[src/rtl/key_sequence_sender.sv]
// rtl/key_sequence_sender.sv - replays a latched code MSB-first as keypad presses and captures the verdict
// Optional macro KEY_SEQ_CHECK_EN adds a mismatch output comparing the verdict with popcount(code) >= 2.
module key_sequence_sender #(
  parameter int NBITS        = 4,
  parameter int GAP_CYCLES   = 2,
  parameter int ENTRY_CYCLES = 2
) (
  input  logic             clk,
  input  logic             rst,
  input  logic [NBITS-1:0] code_in,
  input  logic             code_valid,
  output logic             code_ready,
  output logic             btn0,
  output logic             btn1,
  output logic             btnEntry,
  input  logic             ledLight,
  output logic             busy,
  output logic             done,
  output logic             accepted
`ifdef KEY_SEQ_CHECK_EN
  ,
  output logic             mismatch
`endif
);

  localparam int MAXC = (GAP_CYCLES > ENTRY_CYCLES) ? GAP_CYCLES : ENTRY_CYCLES;
  localparam int CW   = (MAXC > 0) ? $clog2(MAXC + 1) : 1;
  localparam int IW   = (NBITS > 1) ? $clog2(NBITS) : 1;

  localparam logic [CW-1:0] GAP_LOAD   = (GAP_CYCLES > 0) ? CW'(GAP_CYCLES - 1) : '0;
  localparam logic [CW-1:0] ENTRY_LOAD = CW'(ENTRY_CYCLES - 1);
  localparam logic [IW-1:0] IDX_LOAD   = IW'(NBITS - 1);

  typedef enum logic [2:0] {
    S_IDLE   = 3'd0,
    S_PRESS  = 3'd1,
    S_GAP    = 3'd2,
    S_ENTRY  = 3'd3,
    S_RESULT = 3'd4
  } state_t;

  state_t           r_state;
  state_t           w_state_nxt;
  logic [NBITS-1:0] r_shift;
  logic [NBITS-1:0] w_shift_nxt;
  logic [IW-1:0]    r_idx;
  logic [IW-1:0]    w_idx_nxt;
  logic [CW-1:0]    r_cnt;
  logic [CW-1:0]    w_cnt_nxt;

  logic r_btn0;
  logic r_btn1;
  logic r_btn_entry;
  logic r_busy;
  logic r_code_ready;
  logic r_done;
  logic r_accepted;

  logic w_btn0_nxt;
  logic w_btn1_nxt;
  logic w_btn_entry_nxt;
  logic w_busy_nxt;
  logic w_done_nxt;
  logic w_accepted_nxt;
  logic w_last;
  logic w_capture;

  // r_idx is the bit currently on the buttons; it only moves when the next press starts
  assign w_last    = (r_idx == '0);
  assign w_capture = (r_state == S_ENTRY) && (r_cnt == '0);

  always_ff @(posedge clk) begin
    if (rst) begin
      r_state      <= S_IDLE;
      r_shift      <= '0;
      r_idx        <= '0;
      r_cnt        <= '0;
      r_btn0       <= 1'b1;
      r_btn1       <= 1'b1;
      r_btn_entry  <= 1'b1;
      r_busy       <= 1'b0;
      r_code_ready <= 1'b1;
      r_done       <= 1'b0;
      r_accepted   <= 1'b0;
    end else begin
      r_state      <= w_state_nxt;
      r_shift      <= w_shift_nxt;
      r_idx        <= w_idx_nxt;
      r_cnt        <= w_cnt_nxt;
      r_btn0       <= w_btn0_nxt;
      r_btn1       <= w_btn1_nxt;
      r_btn_entry  <= w_btn_entry_nxt;
      r_busy       <= w_busy_nxt;
      r_code_ready <= ~w_busy_nxt;
      r_done       <= w_done_nxt;
      r_accepted   <= w_accepted_nxt;
    end
  end

  always_comb begin
    w_state_nxt = r_state;
    w_shift_nxt = r_shift;
    w_idx_nxt   = r_idx;
    w_cnt_nxt   = r_cnt;
    case (r_state)
      S_IDLE: begin
        if (code_valid) begin
          w_state_nxt = S_PRESS;
          w_shift_nxt = code_in;
          w_idx_nxt   = IDX_LOAD;
        end
      end
      S_PRESS: begin
        if (GAP_CYCLES > 0) begin
          w_state_nxt = S_GAP;
          w_cnt_nxt   = GAP_LOAD;
        end else if (w_last) begin
          w_state_nxt = S_ENTRY;
          w_cnt_nxt   = ENTRY_LOAD;
        end else begin
          w_state_nxt = S_PRESS;
          w_shift_nxt = r_shift << 1;
          w_idx_nxt   = r_idx - 1'b1;
        end
      end
      S_GAP: begin
        if (r_cnt != '0) begin
          w_cnt_nxt = r_cnt - 1'b1;
        end else if (w_last) begin
          w_state_nxt = S_ENTRY;
          w_cnt_nxt   = ENTRY_LOAD;
        end else begin
          w_state_nxt = S_PRESS;
          w_shift_nxt = r_shift << 1;
          w_idx_nxt   = r_idx - 1'b1;
        end
      end
      S_ENTRY: begin
        if (r_cnt != '0) begin
          w_cnt_nxt = r_cnt - 1'b1;
        end else begin
          w_state_nxt = S_RESULT;
        end
      end
      S_RESULT: w_state_nxt = S_IDLE;
      default:  w_state_nxt = S_IDLE;
    endcase
  end

  // Outputs are decoded from the next state so every pin comes straight off a flop
  always_comb begin
    w_btn0_nxt      = ~((w_state_nxt == S_PRESS) && ~w_shift_nxt[NBITS-1]);
    w_btn1_nxt      = ~((w_state_nxt == S_PRESS) && w_shift_nxt[NBITS-1]);
    w_btn_entry_nxt = ~(w_state_nxt == S_ENTRY);
    w_busy_nxt      = (w_state_nxt != S_IDLE);
    w_done_nxt      = (w_state_nxt == S_RESULT);
    w_accepted_nxt  = w_capture ? ledLight : r_accepted;
  end

  assign btn0       = r_btn0;
  assign btn1       = r_btn1;
  assign btnEntry   = r_btn_entry;
  assign busy       = r_busy;
  assign code_ready = r_code_ready;
  assign done       = r_done;
  assign accepted   = r_accepted;

`ifdef KEY_SEQ_CHECK_EN
  logic r_expected;
  logic r_mismatch;

  always_ff @(posedge clk) begin
    if (rst) begin
      r_expected <= 1'b0;
      r_mismatch <= 1'b0;
    end else begin
      if ((r_state == S_IDLE) && code_valid) begin
        r_expected <= ($countones(code_in) >= 2);
      end
      r_mismatch <= w_capture && (ledLight != r_expected);
    end
  end

  assign mismatch = r_mismatch;
`endif

endmodule

[config.mk]
export PLATFORM = sky130hd
export DESIGN_NAME = key_sequence_sender
export DESIGN_NICKNAME = d
export VERILOG_FILES = /design/src/rtl/key_sequence_sender.sv
export SDC_FILE = /design/constraint.sdc
export NUM_CORES = 1
export LEC_CHECK = 0
export ABC_CLOCK_PERIOD_IN_PS = 1600
export CORE_MARGIN = 2
export CORE_UTILIZATION = 45
export CTS_CLUSTER_DIAMETER = 40
export DETAILED_ROUTE_END_ITERATION = 7
export PLACE_DENSITY = 0.71
export RECOVER_POWER = 100
export SLEW_MARGIN = 10
export SYNTH_ARGS = -nofsm -noshare
export SYNTH_HDL_FRONTEND = slang
export SYNTH_SLANG_ARGS = --single-unit
export TNS_END_PERCENT = 30
[constraint.sdc]
create_clock -name clk -period 1.6 [get_ports clk]
set_input_delay 0.24 -clock clk [delete_from_list [all_inputs] [get_ports clk]]
set_output_delay 0.24 -clock clk [all_outputs]
set_load 0.02 [all_outputs]
* Yosys cells after proc, flatten, opt, wreduce, memory -nomap -nowiden
Cells that the tools add are included.
Storage, ports and cells: memory bits (read-only) 0, input port bits 8, word-level logic and storage cells 59, bits in writable memories 0, memories kept 0, latch bits 0, register bits 18
Cells by class: bitwise gates (word level) 5, add/subtract/negate cells 2, eq/ne operators 11, multipliers 0, shifts and indexed selects 0, $lt $le $gt $ge 0, divide/modulo/power cells 0, mux-type cells 17, reduce and logical (&&, ||, !) cells 12
Operators with widths (count):
- $mux W2 | 7
- $mux W4 | 3
- $pmux W3 S4 | 1
- $eq A3 B2 Y1 const B | 3
- $mux W3 | 3
- $pmux W4 S2 | 1
- $eq A3 B1 Y1 const B | 2
- $ne A2 B2 Y1 const B | 3
- $pmux W2 S3 | 1
- $reduce_bool A3 Y1 | 2
- $not A1 Y1 | 5
- $logic_not A2 Y1 | 2
- $pmux W2 S2 | 1
- $reduce_and A4 Y1 | 1
- $reduce_bool A2 Y1 | 2
- $sub A2 B1 Y2 const B | 2
- $eq A3 B3 Y1 const B | 1
- $logic_and A1 B1 Y1 | 3
- $logic_not A3 Y1 | 1
- $ne A3 B3 Y1 const B | 1
- $reduce_and A3 Y1 | 1
- $ne A2 B1 Y1 const B | 1

* Logic depth before layout (Yosys ltp)
depth after elaboration 7, mapped depth 6, gate-level depth less buffers 6

* Worst setup path before layout
Ideal clock, no wire load.
kind register to register, start register r_cnt[0], end register r_btn0 (netlist: btn0), cell stages (with the launch flop) 6, slack 0.031 ns, buffers on the path 0, arrival time 1.434 ns, path through dfxtp_1 inv_1 ha_1 nand2b_1 a2111oi_4 nand4_1
On the way: word-level cells in the longest chain between the ends 6
RTL lines:
- start, declared | RTL line 48 | logic [CW-1:0] r_cnt;
- start signal, assigned | RTL line 89 | r_cnt <= w_cnt_nxt;
- $reduce_bool A2 Y1 (*) | RTL line 127, 139
- $mux W3, or another cell as far along | RTL line 139 | if (r_cnt != '0) begin
- $pmux W3 S4 or $pmux W4 S2 (tied branches) | RTL line 105 | case (r_state)
- $eq A3 B1 Y1 or $not A1 Y1 (tied branches) | RTL line 152 | w_btn0_nxt = ~((w_state_nxt == S_PRESS) && ~w_shift_nxt[NBITS-1]);
- $logic_and A1 B1 Y1 (*) | RTL line 152
- $not A1 Y1 (*) | RTL line 152
- end signal, assigned | RTL line 90 | r_btn0 <= w_btn0_nxt;
- end, declared | RTL line 51 | logic r_btn0;
Mark *: on every way between the ends. The rest lies on a longest branch, timed or not. The select of a mux whose other input is x is not followed. A chain may end at the register's enable or synchronous reset.

* Worst setup path in the final report
start register r_idx[0], end register r_shift[2]
On the way: word-level cells in the longest chain between the ends 3
RTL lines:
- start, declared | RTL line 46 | logic [IW-1:0] r_idx;
- start signal, assigned | RTL line 88 | r_idx <= w_idx_nxt;
- $logic_not A2 Y1 | RTL line 69 | assign w_last = (r_idx == '0);
- $ne A2 B2 Y1 (no source line)
- $reduce_and A4 Y1 (no source line)
- end signal, assigned | RTL line 87 | r_shift <= w_shift_nxt;
- end, declared | RTL line 44 | logic [NBITS-1:0] r_shift;
No other way between the ends.

==> results by group <==
Outcome
  • Run status: finished clean

Floorplan
  • # IOs: 15
  • Site row count: 16
  • DIE WIDTH: 48.34 um
  • DIE HEIGHT: 48.34 um
  • Starting density of the core: 46.51%
  • Total Die Area: 2336 sq um
  • Total core area: 1902 sq um

Pwr
  • Overall Power: 1.269 mW
  • Power share of the combinational group: 33.5%
  • Max rail drop VDD: 0.5441 mV
  • Leak Pwr: 0.4408 nW
  • Int Pwr: 865.9 uW
  • Switching share of power: 31.78%
  • Clk pwr share: 22.0%
  • NetSw: 403.4 uW
  • Seq pwr share: 44.5%
  • Power Density: 1109 nW/um^2

Critical path
  • WP data required: 1.81 ns
  • Critical path fanouts, max: 5
  • Critical Path End Type: flip-flop
  • WP data arrival: 1.74 ns
  • FF-to-FF Start: r_idx[0]
  • Worst Setup Start Kind: flip-flop
  • CP startpoint: r_idx[0]
  • Kind of critical path: reg2reg

Global route
  • Vias in the first global route: 631
  • Antenna violations before repair: 0
  • Global route overflow: 0
  • GRT Total Usage: 15.01%
  • Largest net degree at the start of global routing: 13
  • First-pass GRT wire length: 2.773 mm

Min path
  • Hold path startpoint: r_shift[0]
  • Hold Path Class: reg2reg

Detailed routing
  • Vias per inst: 5.074
  • Remaining DRCs: 0
  • Routed len/inst: 11.71 um
  • Initial drt markers: 12
  • Routed Antenna Nets: 0
  • Total Wirelength: 1.593 mm
  • First-pass DRT Iterations: 4
  • Via count: 690

Placed design
  • Port bufs: 14
  • Worst slack, placed: -0.02002 ns
  • Placed cell areas: 1085 sq um
  • DP Cell Count: 131
  • DP HPWL: 1.182 mm
  • GPL Wtd Cong: 0.7445

Timing
  • Setup Skew: 0.004416 ns
  • Final setup fails: 0
  • Minimum clock period: 1.526 ns
  • Actual slew at the worst max-slew pin: 0.3806 ns
  • Period utilization: 95.37%
  • Tightest hold margin: 0.4811 ns
  • Final WS setup: 0.07412 ns
  • Final Hold Violating Endpoints: 0
  • Max-slew violations: 0
  • Fmax: 655.4 MHz
  • Slew HR: 74.59%

Synth
  • Flops & latches, synth: 18
  • Syn_nets: 98
  • Avg Inst Size Synth: 10.29 sq um
  • Post-Synthesis Cell Area: 884.6 sq um
  • Post-synth top area share: 40.74%
  • Syn Inst Count: 86
  • Seq/Total Area, Yosys: 40.74%
  • Post-synth EDFFs: 0
  • Top cell type by total area after synthesis: dfxtp_1
  • Most used DFF post-synth: dfxtp_1
  • Async set or reset register ratio after synthesis: 0%
  • Netlist cell types: 30
  • Synth area leaders: dfxtp_1, ha_1, nor4b_4
  • YS warnings: 0

Clocking
  • Worst-case clock buffer depth: 2
  • H-tree Lvls: 1
  • Clock Latency Late Sink: 0.29 ns
  • CTS tree: done
  • CTS Root Buffer Type: clkbuf_4
  • Clk sinks: 18
  • Worst-path clk slew: 0.11 ns
  • Inserted Clock Buffers: 3
  • Hold buffers post-CTS: 0

Cells and area
  • Commonest non-fill, non-tap cell in the layout: dfxtp_1
  • Layout fillers: 162
  • Antenna Diode Count: 0
  • Fin area: 1145 sq um
  • Area grow syn2layout: 29.42%
  • Most frequent cells in the layout: dfxtp_1, nor2_1, buf_4
  • Final net count: 122
  • Fraction of layout cells with a size suffix above 1: 23.85%
  • Finished Layout Cells: 136

Job
  • Max-Cap Viols: 0
power groups by stage:
stage               logic [mW]  clock network (mW)  registers, mW
floorplan                0.307                   0          0.568
global placement         0.414                   0          0.571
detailed placement       0.420                   0          0.574
CTS                      0.422               0.287          0.563
global route             0.470               0.306          0.576
finish                   0.426               0.279          0.565
layout make-up:
type	count	area, sq um	area share (%)
clock buffers	4	36.28	3.169
inverters	6	22.52	1.967
multi-input cells	58	480.5	41.97
flip-flops and latches	18	364.1	31.80
well taps	27	33.78	2.951
repair buffers	23	207.7	18.14
cells by family after synthesis:
kind of cell	Yosys count	synth area share (%)
buffers and inverters	10	6.364
AND/OR/NAND/NOR	33	23.90
multiplexers	2	2.263
adder cells (fa/ha/maj)	4	5.658
flip-flops	18	40.74
AO/OA/AOI/OAI	19	21.08
per-layer routing:
layer  vias up  wire, um  GRT usage (%)
met5         -         0              0
met4         0        21          7.143
met3         2        44          2.469
met2        10       746          23.61
met1       327       780          20.16
li1        351         -              -
worst max-delay path, cell delays in order (launching register included):
cell and delay [ns]:
dfxtp_1 0.36, inv_1 0.05, ha_2 0.22, nor4b_4 0.28, buf_4 0.18, a32oi_1 0.10, a211oi_1 0.25
path summary, 6_finish.rpt:
path / slack (ns) / cells past startpoint / endpoint
max: 0.07 / 6 / r_shift[2]
min: 0.48 / 2 / r_shift[0]
max reg2reg: 0.07 / 6 / r_shift[2]
min reg2reg: 0.48 / 2 / r_shift[0]
repair_timing:
action / in CTS / in global routing
buffers inserted: 0 / 1
endpoints found under the setup margin: 3 / 12
gates resized for setup: 0 / 7
pin swaps: 1 / 3
stage by stage:
step                      util, %  setup TNS, ns
after floorplan                 -              0
after global placement      57.04              0
after detailed placement    57.04       -0.03549
after CTS                   58.95              0
after global routing        60.20      -0.002067
final                       60.20              0
synth_stat cells (2+ instances only):
library cell and n:
a311oi_1 2, nand2b_1 5, buf_6 2, nor4b_4 2, a211oi_1 3, a32oi_1 3
or2b_1 2, mux2i_1 2, inv_1 6, nor3_1 3, nand2_1 3, a21oi_1 3
nor2_1 12, dfxtp_1 18, nand3_1 2, ha_1 4
flip-flops by register name, indices dropped and copies added (netlist names), 2 cells and up:
register	flops
r_state	3
r_cnt	2
r_shift	4
r_idx	2
No activity file was read; power rests on OpenSTA's default activity.
